===== src/rtl/imem_boot_loader_pkg.sv =====
// Shared types and constants for the imem boot loader.
package imem_boot_loader_pkg;

  // Loader FSM states.
  typedef enum logic [2:0] {
    StIdle,
    StHdr,
    StData,
    StCsum,
    StDone,
    StErr
  } loader_state_e;

  // Canonical NOP (addi x0, x0, 0), shared with imem.
  localparam logic [31:0] NOP_INSTR = 32'h0000_0013;

  // Bytes per header / per data word.
  localparam int unsigned HDR_BYTES = 4;

endpackage


===== src/rtl/byte_word_assembler.sv =====
// Collects a little-endian byte stream into 32-bit words.
// word_valid_o is combinational: it fires on the 4th byte of each word so the
// consumer can register the word on the same edge the byte is accepted.
module byte_word_assembler
  import imem_boot_loader_pkg::*;
(
  input  logic        clk_i,
  input  logic        rst_ni,
  input  logic        clear_i,
  input  logic        byte_valid_i,
  input  logic [7:0]  byte_i,
  output logic        word_valid_o,
  output logic [31:0] word_o
);

  localparam int unsigned CntW = $clog2(HDR_BYTES);
  localparam logic [CntW-1:0] LastByte = CntW'(HDR_BYTES - 1);

  logic [CntW-1:0] cnt_q;
  logic [23:0]     shreg_q;

  // Byte counter and shift register; the newest byte enters at the top.
  always_ff @(posedge clk_i) begin
    if (!rst_ni || clear_i) begin
      cnt_q   <= '0;
      shreg_q <= '0;
    end else if (byte_valid_i) begin
      cnt_q   <= cnt_q + CntW'(1);
      shreg_q <= {byte_i, shreg_q[23:8]};
    end
  end

  assign word_valid_o = byte_valid_i && (cnt_q == LastByte);
  assign word_o       = {byte_i, shreg_q};

endmodule


===== src/rtl/imem_boot_loader.sv =====
// Boot loader: streams a length-prefixed image into imem and holds the CPU in
// reset until a complete, valid image has been written.
// Optional checksum stage enabled by defining IMEM_BOOT_LOADER_CSUM_EN.
module imem_boot_loader
  import imem_boot_loader_pkg::*;
#(
  parameter logic [31:0] BASE_PC     = 32'h0000_0000,
  parameter int unsigned DEPTH_WORDS = 1024
) (
  input  logic                           clk_i,
  input  logic                           rst_ni,
  input  logic                           start_i,
  input  logic                           rx_valid_i,
  output logic                           rx_ready_o,
  input  logic [7:0]                     rx_data_i,
  output logic                           imem_we_o,
  output logic [$clog2(DEPTH_WORDS)-1:0] imem_waddr_o,
  output logic [31:0]                    imem_wdata_o,
  output logic                           cpu_rst_no,
  output logic                           busy_o,
  output logic                           done_o,
  output logic                           err_o
);

  localparam int unsigned AddrW = $clog2(DEPTH_WORDS);
  typedef logic [AddrW:0] cnt_t;

  if (DEPTH_WORDS < 2 || (DEPTH_WORDS & (DEPTH_WORDS - 1)) != 0) begin : g_bad_depth
    $error("DEPTH_WORDS must be a power of two and at least 2");
  end
  if (BASE_PC[1:0] != 2'b00) begin : g_bad_base
    $error("BASE_PC must be word aligned");
  end

  loader_state_e    state_q;
  cnt_t             word_cnt_q;
  cnt_t             n_q;
  logic             imem_we_q;
  logic [AddrW-1:0] waddr_q;
  logic [31:0]      wdata_q;
`ifdef IMEM_BOOT_LOADER_CSUM_EN
  logic [31:0]      csum_q;
`endif

  logic        busy;
  logic        start_ok;
  logic        byte_ok;
  logic        word_valid;
  logic [31:0] word;

  assign busy     = (state_q == StHdr) || (state_q == StData) || (state_q == StCsum);
  assign start_ok = start_i && ((state_q == StIdle) || (state_q == StDone) || (state_q == StErr));
  assign byte_ok  = rx_valid_i && busy;

  byte_word_assembler u_asm (
    .clk_i        (clk_i),
    .rst_ni       (rst_ni),
    .clear_i      (start_ok),
    .byte_valid_i (byte_ok),
    .byte_i       (rx_data_i),
    .word_valid_o (word_valid),
    .word_o       (word)
  );

  // Loader FSM with registered imem write port.
  always_ff @(posedge clk_i) begin
    if (!rst_ni) begin
      state_q    <= StIdle;
      word_cnt_q <= '0;
      n_q        <= '0;
      imem_we_q  <= 1'b0;
      waddr_q    <= '0;
      wdata_q    <= '0;
`ifdef IMEM_BOOT_LOADER_CSUM_EN
      csum_q     <= '0;
`endif
    end else begin
      imem_we_q <= 1'b0;
      case (state_q)
        StIdle, StDone, StErr: begin
          if (start_i) begin
            state_q    <= StHdr;
            word_cnt_q <= '0;
`ifdef IMEM_BOOT_LOADER_CSUM_EN
            csum_q     <= '0;
`endif
          end
        end
        StHdr: begin
          if (word_valid) begin
            if (word == 32'd0 || word > 32'(DEPTH_WORDS)) begin
              state_q <= StErr;
            end else begin
              n_q     <= word[AddrW:0];
              state_q <= StData;
            end
          end
        end
        StData: begin
          if (word_valid) begin
            imem_we_q  <= 1'b1;
            waddr_q    <= word_cnt_q[AddrW-1:0];
            wdata_q    <= word;
            word_cnt_q <= word_cnt_q + cnt_t'(1);
`ifdef IMEM_BOOT_LOADER_CSUM_EN
            csum_q     <= csum_q ^ word;
            if (word_cnt_q == n_q - cnt_t'(1)) state_q <= StCsum;
`else
            if (word_cnt_q == n_q - cnt_t'(1)) state_q <= StDone;
`endif
          end
        end
`ifdef IMEM_BOOT_LOADER_CSUM_EN
        StCsum: begin
          if (word_valid) state_q <= (word == csum_q) ? StDone : StErr;
        end
`endif
        default: state_q <= StIdle;
      endcase
    end
  end

  assign rx_ready_o   = busy;
  assign busy_o       = busy;
  assign done_o       = (state_q == StDone);
  assign err_o        = (state_q == StErr);
  assign cpu_rst_no   = (state_q == StDone);
  assign imem_we_o    = imem_we_q;
  assign imem_waddr_o = waddr_q;
  assign imem_wdata_o = wdata_q;

endmodule


===== config.mk =====
export PLATFORM = sky130hd
export DESIGN_NAME = imem_boot_loader
export DESIGN_NICKNAME = d
export VERILOG_FILES = /design/src/rtl/imem_boot_loader_pkg.sv /design/src/rtl/byte_word_assembler.sv /design/src/rtl/imem_boot_loader.sv
export SDC_FILE = /design/constraint.sdc
export NUM_CORES = 1
export LEC_CHECK = 0
export CAP_MARGIN = 0
export CORE_MARGIN = 1
export CORE_UTILIZATION = 40
export DETAILED_ROUTE_END_ITERATION = 8
export GPL_ROUTABILITY_DRIVEN = 0
export PLACE_DENSITY_LB_ADDON = 0.1
export SKIP_CTS_REPAIR_TIMING = 1
export SLEW_MARGIN = 20
export SYNTH_ARGS = -nofsm -noshare
export SYNTH_HDL_FRONTEND = slang
export SYNTH_SLANG_ARGS = --single-unit

===== constraint.sdc =====
create_clock -name clk_i -period 5 [get_ports clk_i]
set_input_delay 1 -clock clk_i [delete_from_list [all_inputs] [get_ports clk_i]]
set_output_delay 1 -clock clk_i [all_outputs]
set_load 0.1 [all_outputs]

==> impl_metrics.yaml, run 1 <==
status:
  status: "complete, no violations"
layout:
  mostFrequentLayoutCells: "nand2_1 (148), dfxtp_1 (94), clkdlybuf4s50_1 (59)"
  final_core_util: 0.498
  diodes: 0
  nets: 551
  drive_above_1_share: 0.0481
  flow.area_growth_from_synthesis_pct: 20.1
  layout.cells.most_common: "nand2_1"
  layout.filler_cells: 1014
yosys:
  synth_top_flop_cell: "dfxtp_1"
  largest_family_of_logic_cells_by_synthesized_area: "simple AND/OR/NAND/NOR gates"
  synth_seq_cells: 94
  yosys.area_share.xor_xnor: 0.0473
  synth_nets: 507
  synth_cell_types: 46
  synth_top_cell_area_share: 0.462
  synth_async_sr_flop_share: 0
  syn-cell-area_mm2: 0.00407
  synth_compound_gate_area_share: 0.162
  edff_count_synth: 0
  ys_warn_count: 0
  post-synth-top-area-cell: "dfxtp_1"
  postSynthAreaPerCell_um2: 8.27
  netlist_instances: 492
  synthTopCellsByArea: "dfxtp_1 (46%), nand2_1 (14%), a21boi_0 (7.9%), a21oi_1 (4.2%), xnor2_1 (2.8%)"
  post_synth_fa_ha_maj_area_fraction: 0.00922
  muxShareOfSynthArea: 0.0271
  synth_simple_gate_area_frac: 0.250
  synth_sequential_area_ratio: 0.462
min_path:
  hold_path_class: "flip-flop to flip-flop"
  min_delay_worst_endpoint: "imem_wdata_o[28]"
  holdPathStages: 2
  worstHoldStart: "imem_wdata_o[28]"
die:
  die-height_um: 103
  core.rowCount: 36
  pin_count: 60
  dieArea_mm2: 0.0106
  core_area_mm2: 0.00982
  initial_core_utilization: 0.415
  die-width_um: 103
clock_tree:
  cts_buffer_depth: 2
  clock_sinks: 94
  tritoncts: "done"
  clk_root_buffer_cell: "clkbuf_8"
  ctsHtreeMaxLevel: 3
  clock_insertion_delay_worst_skew_ps: 350
  clk_pin_slew_worst_setup_hold_paths_ps: 90
  cts_made_buffers: 9
drt:
  drc: 0
  drt-vias-per-instance: 5.06
  first_pass_drt_iterations: 4
  antenna_left: 0
  vias: 3403
  drtIter0Drc: 133
  routed_wirelength_mm: 9.48
  detail_route.wl_per_cell_um: 14.1
pwr:
  pwr-share-clk: 0.282
  leakage_uw: 0.00159
  vdd.ir_drop.worst_mv: 0.187
  switchingPower_uw: 576
  power_per_cell_area_mw_per_mm2: 332
  p_seq_frac: 0.494
  p_sw_frac: 0.355
  p_comb_frac: 0.224
  p_int_uw: 1050
critical_path:
  worstRegToRegCells: 6
  r2r_start: "state_q[1]"
  timing.critical_path.required_ps: 4000
  r2r-end: "word_cnt_q[1]"
  setup.worst_path.class: "flip-flop to primary output"
  timing_startpoint_of_the_critical_path: "state_q[1]"
  critical_path.max_fanout: 12
  endpoint_kind: "primary output"
  r2r_slack_ps: 2560
  crit_start_category: "flip-flop"
  crit_arrival_ps: 2390
sta:
  grt_setup_unrepaired: "no"
  finalCriticalPeriod_ps: 3390
  max_clock_freq_mhz: 295
  hold_viol: 0
  finalSetupViolations: 0
  timing.setup.tns_ps: 0
  tightest_slew_ps: 997
  drv_slew: 0
  period_share: 0.677
  slew_headroom: 0.333
  worst_clock_skew_ps: 4.57
run:
  maxCapViolCount: 0
placed_design:
  placement.io_buffers: 59
  dpl.hpwl_mm: 6.49
global_routing:
  wire_length_of_the_first_global_routing_pass_mm: 16.0
  track_usage: 0.193
  first_global_vias: 3278
  grt_overflow_total: 0
  grt_antenna_before_repair: 0
  grt_start_max_net_pins: 62
## synth_stat cells (2+ instances only)
master      n
a21boi_1    2
nand3_1     5
a21oi_1    34
buf_4       2
a31oi_1     2
nand2_1   148
nor2b_1    11
a21boi_0   43
ha_1        3
o21ai_0     5
o31ai_1     2
and2_1      3
nand4_1     5
dfxtp_1    94
mux2i_1    11
clkbuf_1   27
and3_1      3
nor3_1      7
xnor2_1    13
or3_1       2
xor2_1      9
nor4_1      8
nor2_1     23
and3b_1     2
inv_1       7
## power groups by stage
stage	Clock (µW)	Combinational [µW]	Sequential (µW)
after floorplan	0	305	800
after CTS	471	367	802
after global placement	0	361	820
after global routing	501	393	808
after detailed placement	0	365	820
final	457	364	802
## flip-flops by register name (all words and copies together) (netlist names)
signal	flops
u_asm.shreg_q	24
state_q	3
word_cnt_q	11
imem_wdata_o	32
imem_we_o	1
imem_waddr_o	10
u_asm.cnt_q	2
n_q	11
## how the worst max path moves through the flow
stage                       to  slack [ps]  cells past startpoint
floorplan               done_o         610                      3
global placement        n_q[8]        1760                      7
detailed placement      n_q[7]        1710                      7
CTS                 rx_ready_o        1580                      3
global route            busy_o        1410                      3
finish              rx_ready_o        1610                      3
## per-stage QoR
stage | std cells | setup slack [ps] | power, µW | cell area (µm²) | hold slack (ps)
2_1_floorplan | 492 | 613 | 1110 | 4070 | 440
3_3_place_gp | 658 | 1760 | 1180 | 4720 | 446
3_5_place_dp | 658 | 1710 | 1190 | 4720 | 457
4_1_cts | 673 | 1580 | 1640 | 4890 | 470
5_1_grt | 673 | 1410 | 1700 | 4890 | 490
6_report | 673 | 1610 | 1620 | 4890 | 464
## area by class of cell
type	instances	area, µm²	share of cell area
clock inverters	6	46.3	0.00947
clock buffers	9	124	0.0253
repair buffers	64	628	0.128
multi-input cells	360	2020	0.412
flip-flops and latches	94	1880	0.385
inverters	7	26.3	0.00537
well taps	133	166	0.0340
## routing by layer
metal  routed length [µm]  global-route usage  vias to the layer above
met3                  288              0.0264                       12
met1                 4490               0.253                     1604
met4                  135              0.0748                        0
met2                 4570               0.321                       60
met5                    0                   0                        -
li1                     -                   -                     1727
## kinds of logic after synthesis
logic type,Yosys count
multiplexers,11
flip-flops,94
adder cells (fa/ha/maj),3
AO/OA/AOI/OAI,98
XOR/XNOR,22
AND/OR/NAND/NOR,226
buffers and inverters,38
## worst max-delay path, cell delays in order, from the launching register on
cell and delay [ps]:
dfxtp_1 560, nor2_1 120, nor2_1 190, clkdlybuf4s50_1 1170
Power figures use the tool's default switching activity.
==> run 2, diff against run 1 <==
clock period = 3.2 ns   (was 5 ns; I/O delays follow)
==> run 2 against run 1 <==
Clock skew up 5.4 ps. Non-clock buffer count is the same. Sequential share of layout area grew 0.59 points. Via count rose by 0.26%. Clock-buffer cell count is 3 higher. Routed wire length rose by 1.2%. Critical path type is now input port to flip-flop. First-iteration DRC count is 9.0% higher. Die area unchanged. Flip-flop and latch count unchanged.
==> impl_metrics.yaml, run 2 (synthesis results as in run 1) <==
global_routing:
  grt_start_max_net_pins: 61
  wire_length_of_the_first_global_routing_pass_mm: 15.9
  first_global_vias: 3257
  grt_overflow_total: 0
  track_usage: 0.196
  grt_antenna_before_repair: 0
critical_path:
  endpoint_kind: "flip-flop"
  crit_start_category: "input port"
  critical-path-max-stage-delay_ps: 690
  crit_arrival_ps: 2820
  path_buf_inv: 1
  timing.critical_path.required_ps: 3460
  critical-path-slowest-cell: "or4b_1"
  path_delay_family: "simple AND/OR/NAND/NOR gates"
  setup.worst_path.class: "input port to flip-flop"
  chain_of_cells_forming_the_critical_path: "clkdlybuf4s50_1 > nor4_1 > nand4_1 > or4b_1 > nor2_8 > mux2i_1 > nor2b_1"
  critical_path.max_fanout: 11
layout:
  diodes: 0
  flow.area_growth_from_synthesis_pct: 18.3
  design_area_final_mm2: 0.00482
  largest_register_ffs: 32
  drive_above_1_share: 0.137
  layout.cells.most_common: "nand2_1"
  layout.area.seq_mm2: 0.00188
  layout.filler_cells: 1021
  multiInputGateArea_mm2: 0.00202
  nets: 551
  finish.cell_count_without_fillers: 673
  mostFrequentLayoutCells: "nand2_1 (148), dfxtp_1 (94), buf_4 (52)"
die:
  pin_count: 60
  core.rowCount: 36
  initial_core_utilization: 0.415
  core_area_mm2: 0.00982
  die-width_um: 103
  die-height_um: 103
  dieArea_mm2: 0.0106
drt:
  vias: 3412
  drc: 0
  antenna_left: 0
  drtIter0Drc: 145
  routed_wirelength_mm: 9.60
  first_pass_drt_iterations: 6
  drt-vias-per-instance: 5.07
  detail_route.wl_per_cell_um: 14.3
clock_tree:
  clock_insertion_delay_worst_skew_ps: 360
  cts_buffer_depth: 2
  clock_sinks: 94
  ctsHtreeMaxLevel: 3
  tritoncts: "done"
  clk_root_buffer_cell: "clkbuf_8"
  clk_pin_slew_worst_setup_hold_paths_ps: 90
  cts_made_buffers: 9
sta:
  drv_slew: 0
  postLayoutSetupSlackWorst_ps: 641
  finalSetupViolations: 0
  hold_viol: 0
  grt_setup_unrepaired: "no"
  slew_headroom: 0.422
  max_clock_freq_mhz: 391
  period_share: 0.800
  worst_clock_skew_ps: 9.99
  timing.setup.tns_ps: 0
  tightest_slew_ps: 865
  finalCriticalPeriod_ps: 2560
pwr:
  vdd.ir_drop.worst_mv: 0.288
  fin_total_pwr_uw: 2640
  power_per_cell_area_mw_per_mm2: 549
  leakage_uw: 0.00171
run:
  maxCapViolCount: 0
placed_design:
  dpl.hpwl_mm: 6.56
  detailed_place.area_mm2: 0.00462
  placement.io_buffers: 59
  place_worst_setup_slack_ps: 255
  dpl.cell_count: 658
min_path:
  hold_path_class: "flip-flop to flip-flop"
status:
  status: "complete, no violations"
-- run 2: layout make-up --
type                            instances  area share
Clock buffer                           12      0.0322
Clock inverter                          3     0.00909
Inverter                                7     0.00546
Multi-Input combinational cell        360       0.420
Sequential cell                        94       0.391
Tap cell                              133      0.0346
Timing Repair Buffer                   64       0.108
-- run 2: worst register-to-register path: stages, from the launching register on --
cell and delay [ps]:
dfxtp_1 350, nor4_1 440, a31oi_1 130, or4b_1 720, nor2_8 300, mux2i_1 220, nor2b_1 60
-- run 2: worst paths after layout --
kind | startpoint | endpoint | slack [ps] | depth (start not counted)
max | rx_data_i[7] | n_q[10] | 640 | 7
min reg2reg | imem_wdata_o[0] | imem_wdata_o[0] | 470 | 2
min | imem_wdata_o[0] | imem_wdata_o[0] | 470 | 2
max reg2reg | u_asm.shreg_q[1] | n_q[10] | 880 | 6
-- run 2: layer usage --
layer,track usage,share of wire,vias up,routed length [µm]
li1,-,-,1732,-
met1,0.249,0.47,1599,4540
met2,0.326,0.47,64,4530
met3,0.0305,0.032,17,303
met4,0.0921,0.023,0,217
met5,0,0,-,0
-- run 2: report_power, final --
part           internal [µW]  leakage [µW]  switching [µW]
clock                    401      0.000102             412
combinational            150      0.000853             421
sequential              1200      0.000758            56.7
total                   1750       0.00171             890
-- run 2: stage by stage --
stage	hold WS [ps]	utilization
final	465	0.490
after global routing	489	0.490
after CTS	469	0.490
after detailed placement	457	0.470
after global placement	447	0.470
after floorplan	440	-
